## src/rtl/ghost_mode_scheduler.sv

```systemverilog
// ghost_mode_scheduler: scatter/chase phase sequencer with frightened override and reverse strobe
module ghost_mode_scheduler #(
  parameter int TICK_DIV   = 2_500_000,
  parameter int SCATTER1   = 70,
  parameter int CHASE1     = 200,
  parameter int SCATTER2   = 70,
  parameter int CHASE2     = 200,
  parameter int SCATTER3   = 50,
  parameter int CHASE3     = 200,
  parameter int SCATTER4   = 50,
  parameter int FRIGHT_LEN = 60,
  parameter int FLASH_LEN  = 20
) (
  input  logic       clk,
  input  logic       reset,
  input  logic       pause,
  input  logic       powerPellet,
  output logic       isScatter,
  output logic       isChase,
  output logic       isFrightened,
  output logic       frightFlash,
  output logic       reversePulse,
  output logic [2:0] phase
);
  localparam int PW = TICK_DIV > 1 ? $clog2(TICK_DIV) : 1;
  logic [PW-1:0] prescaler;
  logic [11:0] phase_timer, phase_timer_n, fright_timer, fright_timer_n;
  logic [2:0] phase_n;
  logic tick, pellet, run_phase, advance, fright_end, fright_n, reverse_n;
  function automatic logic [11:0] phase_len(input logic [2:0] p);
    return p == 3'd0 ? 12'(SCATTER1) : p == 3'd1 ? 12'(CHASE1) :
           p == 3'd2 ? 12'(SCATTER2) : p == 3'd3 ? 12'(CHASE2) :
           p == 3'd4 ? 12'(SCATTER3) : p == 3'd5 ? 12'(CHASE3) :
           p == 3'd6 ? 12'(SCATTER4) : 12'd0;
  endfunction
  always_comb begin
    tick = !pause && prescaler == PW'(TICK_DIV - 1);
    pellet = powerPellet && !pause && (FRIGHT_LEN != 0);
    // a fright starting this cycle freezes the schedule even on an expiring tick
    run_phase = tick && !isFrightened && !pellet && phase != 3'd7;
    advance = run_phase && phase_timer == 12'd1;
    phase_n = advance ? phase + 3'd1 : phase;
    phase_timer_n = advance ? phase_len(phase + 3'd1) : run_phase ? phase_timer - 12'd1 : phase_timer;
    fright_end = tick && isFrightened && fright_timer == 12'd1;
    fright_n = pellet || (isFrightened && !fright_end);
    fright_timer_n = pellet ? 12'(FRIGHT_LEN) : fright_end ? 12'd0 :
                     (tick && isFrightened) ? fright_timer - 12'd1 : fright_timer;
    // suppression keeps the strobe from ever spanning two consecutive cycles
    reverse_n = (pellet || advance) && !reversePulse;
  end
  always_ff @(posedge clk) begin
    if (reset) begin
      prescaler <= '0;
      phase <= 3'd0;
      phase_timer <= 12'(SCATTER1);
      fright_timer <= 12'd0;
      isFrightened <= 1'b0;
      frightFlash <= 1'b0;
      reversePulse <= 1'b0;
    end else begin
      if (!pause) prescaler <= tick ? '0 : prescaler + 1'b1;
      phase <= phase_n;
      phase_timer <= phase_timer_n;
      fright_timer <= fright_timer_n;
      isFrightened <= fright_n;
      frightFlash <= fright_n && fright_timer_n <= 12'(FLASH_LEN);
      reversePulse <= reverse_n;
    end
  end
  assign isScatter = !isFrightened && !phase[0];
  assign isChase = !isFrightened && phase[0];
endmodule

```

## config.mk

```make
export PLATFORM = sky130hd
export DESIGN_NAME = ghost_mode_scheduler
export DESIGN_NICKNAME = d
export VERILOG_FILES = /design/src/rtl/ghost_mode_scheduler.sv
export SDC_FILE = /design/constraint.sdc
export NUM_CORES = 1
export LEC_CHECK = 0
export CAP_MARGIN = 40
export CELL_PAD_IN_SITES_DETAIL_PLACEMENT = 1
export CELL_PAD_IN_SITES_GLOBAL_PLACEMENT = 1
export CORE_ASPECT_RATIO = 0.8
export CORE_MARGIN = 2
export CORE_UTILIZATION = 40
export DETAILED_ROUTE_END_ITERATION = 6
export HOLD_SLACK_MARGIN = 0.08
export PLACE_DENSITY_LB_ADDON = 0.1
export RECOVER_POWER = 25
export SYNTH_ARGS = -nofsm -noshare
export SYNTH_HDL_FRONTEND = slang
export SYNTH_SLANG_ARGS = --single-unit
```

## constraint.sdc

```tcl
create_clock -name clk -period 2.5 [get_ports clk]
set_input_delay 0.5 -clock clk [delete_from_list [all_inputs] [get_ports clk]]
set_output_delay 0.5 -clock clk [all_outputs]
set_load 0.01 [all_outputs]
```

* Word level (Yosys, flattened, before mapping)
Index checks and enable logic that the tools add are counted.
Operators by class: add/subtract/negate cells 4, $lt $le $gt $ge 1, equality and inequality tests 10, muxes and demuxes 13, reductions and logical operators 23
Operators with widths (number):
- 12-bit 2-to-1 mux | 5
- 8-bit 2-to-1 mux | 6
- 12-bit by 1-bit == test with 1-bit output (second input constant) | 2
- 12-bit by 1-bit subtractor with 12-bit output (second input constant) | 2
- 22-bit by 1-bit adder with 22-bit output (second input constant) | 1
- 22-bit == test (second input constant) | 1
- 22-bit 2-to-1 mux | 1
- 1-bit logical AND | 13
- 12-bit by 5-bit less-or-equal comparator with 1-bit output (second input constant) | 1
- 3-bit == test (second input constant) | 3
- 3-bit by 2-bit == test with 1-bit output (second input constant) | 2
- 1-bit zero test | 6
- 6-bit 2-to-1 mux | 1
- 3-bit by 1-bit adder with 3-bit output (second input constant) | 1
- 3-bit by 1-bit == test with 1-bit output (second input constant) | 1
- 3-bit zero test | 1
- 3-bit inequality test (second input constant) | 1
- 1-bit logical OR | 2
- 2-bit nonzero test | 1
Storage, ports and cells: register bits 52, input port bits 4, output and inout port bits 8

* Longest topological paths before layout
depth after elaboration 10, depth in mapped cells 9

* Least setup slack after synthesis
No wires, ideal clock.
kind reg-to-reg, from reg prescaler[0], to reg fright_timer[11], setup time 71 ps, data arrival time 2123 ps, data required time 2429 ps, path slack 306 ps, stages on the path, launching flop included 9, buffers on the path 1, path through dfxtp_1 -> ha_1 -> nor3b_1 -> and4_1 -> buf_2 -> nand3_4 -> or3_4 -> or4_1 -> a21oi_1
On the way: word-level cells in the longest chain between the ends 6, elaborated cells on any way between the ends 7
RTL lines:
- start, declared | RTL line 26 | logic [PW-1:0] prescaler;
- start signal, assigned | RTL line 61 | if (!pause) prescaler <= tick ? '0 : prescaler + 1'b1;
- 22-bit == test * | RTL line 37 | tick = !pause && prescaler == PW'(TICK_DIV - 1);
- 1-bit logical AND * | RTL line 37
- 1-bit logical AND * | RTL line 44, 47
- 12-bit 2-to-1 mux or 1-bit logical AND (tied branches) | RTL line 47, 44
- 12-bit 2-to-1 mux * (2 in a row) | RTL line 46 | fright_timer_n = pellet ? 12'(FRIGHT_LEN) : fright_end ? 12'd0 :
- end signal, assigned | RTL line 64 | fright_timer <= fright_timer_n;
- end, declared | RTL line 27 | logic [11:0] phase_timer, phase_timer_n, fright_timer, fright_timer_n;
Every way passes the cells marked *; elsewhere a longest branch is shown, timed or not. A chain may end at the register's enable or synchronous reset.

* Final worst setup path
from in pause, to reg fright_timer[11]
On the way: word-level cells in the longest chain between the ends 6, elaborated cells on any way between the ends 8
RTL lines:
- start, declared | RTL line 16 | input logic pause,
- 1-bit zero test *
- 1-bit logical AND | RTL line 37
- 1-bit logical AND | RTL line 44, 47
- 12-bit 2-to-1 mux or 1-bit logical AND (tied branches) | RTL line 47, 44
- 12-bit 2-to-1 mux | RTL line 46
- 12-bit 2-to-1 mux * | RTL line 46
Marked as above.

==> impl_metrics.toml <==
[outcome]
outcome = "finished, final reports clean"

[drt]
antenna_left = 0
wl_met3_um = 94
drt-wirelength-per-cell_um = 15.3
totalWireLength_mm = 7.09
wl_met2_mm = 3.23
wirelength_met1_mm = 3.73
top_layer = "met4"
first_pass_iters = 4
drcViolationCount = 0
vias = 2518
vias_per_cell = 5.44
drt-initial-drc-count = 45

[logic_synthesis]
ys.flop_type = "dfxtp_1"
syn_area_per_cell_sq_um = 8.20
ys_warn_count = 0
synth-async-reset-ratio = 0
syn_area_sq_um = 2760
ys_seq_area_frac = 0.377
synth_fp_nets = 352
synth-edff-count = 0
netlist_instances = 337
synth_seq_cells = 52
synth.distinct_cells = 52

[job]
drv_cap = 0

[global_routing]
grt_start_max_net_pins = 21
grt_pass1_vias = 2482
antenna_found_initial = 0
grt_pass1_wl_mm = 12.1
grt-ovfl-total = 0
grt_usage = 0.192

[worst_setup_path]
worst_ep_arrival_time_ps = 2620
path_class = "in2reg"
startpoint_type = "input port"
critPathCaptureType = "register"
cp_num_buf_inv = 1
crit_family = "simple AND/OR/NAND/NOR gates"
critPathSlowestCell = "clkdlybuf4s50_1"
critPathMaxFanout = 5
critical_path.cell_chain = "clkdlybuf4s50_1, and4b_2, and4_1, nand3_4, or3_4, or4_1, a21oi_1"
crit_path_max_incr_delay_ps = 420
cp.required_ps = 2740

[die]
pin_count = 12
core_sq_um = 6790
start_util = 0.407
rows = 27
die_w_um = 96.9
die_h_um = 78.3
die-area_sq_um = 7590

[worst_hold_path]
holdCritPathClass = "reg2reg"

[placed_design]
dp_cells = 455
hpwl_mm = 5.28
io_buffer_count = 11
finalWeightedCongestion = 0.849

[finish]
drive_above_1_share = 0.141
final_nets = 391
seq_area_sq_um = 1040
multi_input_area_sq_um = 1640
final_cell_mix = "nor2_1, dfxtp_1, buf_4, nand2_1, a21oi_1"
utilization = 0.486
diodes = 0
final_cells = 463
num-fill-cells = 834
layout_commonest_cell = "nor2_1"
syn2layout_area_growth_pct = 19.4

[power]
p_leak_uw = 0.00129
ir_worst_vdd_mv = 0.231
power_density_nw_per_um2 = 489

[sta]
finalCritPeriodShare = 0.956
setup_tns_ps = 0
rsz0062_at_grt = "false"
period_needed_ps = 2390
fmax_ghz = 0.418
slew_viol_final = 0
worst_pin_slew_ps = 505
clock_skew_ps = 3.83
setup_viol = 0
maxSlewHeadroom = 0.661
finalHoldViolCount = 0

[clock_network]
clock_latency_ps = 300
cts.sinks = 52
clock_path_buffers = 2
cts_buffers = 5
cts-htree-levels = 2
clkTransAtPathRegs_ps = 90
cts_tree = "built"
cts.root.buffer_cell = "clkbuf_8"
where the power goes:
group	switching [uW]	internal [uW]	total (uW)
Combinational	56.7	41.6	98.3
Clock	276	394	670
Sequential	9.00	837	846
Total	342	1270	1610
area by class of cell:
type                    count  area share
clock inverters             2      0.0182
inverters                  12      0.0137
flip-flops and latches     52       0.316
clock buffers               5      0.0209
repair buffers             42       0.102
multi-input cells         263       0.497
well taps                  87      0.0330
cells in the mapped netlist (all sizes together), types with 8 or more instances:
master / count / area (sq um)
a21oi: 22 / 110
dfxtp: 52 / 1040
ha: 11 / 138
inv: 12 / 45.0
nand2: 23 / 86.3
nand3: 20 / 113
nand4: 8 / 50.1
nor2: 57 / 214
nor3: 11 / 60.1
nor4: 8 / 50.1
o21ai: 11 / 55.1
or3: 10 / 67.6
xor2: 18 / 158
what timing repair did:
action	in CTS	in global routing
hold buffers	0	0
setup buffers	0	1
gates resized for setup	0	3
hold endpoints to repair	0	0
endpoints found under the setup margin	0	5
per-stage QoR:
stage	worst slack [ps]	hold slack (ps)	instance area (sq um)	power [uW]
finish	110	418	3300	1610
global route	4.85	446	3300	1670
CTS	109	429	3300	1640
detailed placement	-208	415	3170	966
global placement	-166	416	3170	964
floorplan	306	453	2760	917
state kept, by name, indices dropped and copies added (netlist names):
signal        count
phase_timer      12
frightFlash       1
reversePulse      1
fright_timer     12
isFrightened      1
phase             3
prescaler        22
logic make-up (layout without fill, tap and decap cells):
group | Yosys count | in the layout | synth area share
and+or+nand+nor | 169 | 169 | 0.323
AOI/OAI and AO/OA | 53 | 53 | 0.120
DFF | 52 | 52 | 0.377
xor gates and xnor gates | 25 | 25 | 0.0793
buffers and inverters | 22 | 61 | 0.0326
adders and majority gates | 11 | 11 | 0.0498
muxes | 5 | 5 | 0.0186
per-layer routing:
layer,global-route usage,vias to the layer above
met1,0.275,1233
met3,0.0294,2
met5,0,-
li1,-,1274
met2,0.308,9
met4,0.0380,0
path summary, 6_finish.rpt:
check	slack (ps)	depth (start not counted)	startpoint	end
max reg2reg	210	7	prescaler[0]	fright_timer[11]
min reg2reg	420	1	reversePulse	reversePulse
min	420	1	reversePulse	reversePulse
max	110	7	pause	fright_timer[11]
(Power assumes the default switching activity.)
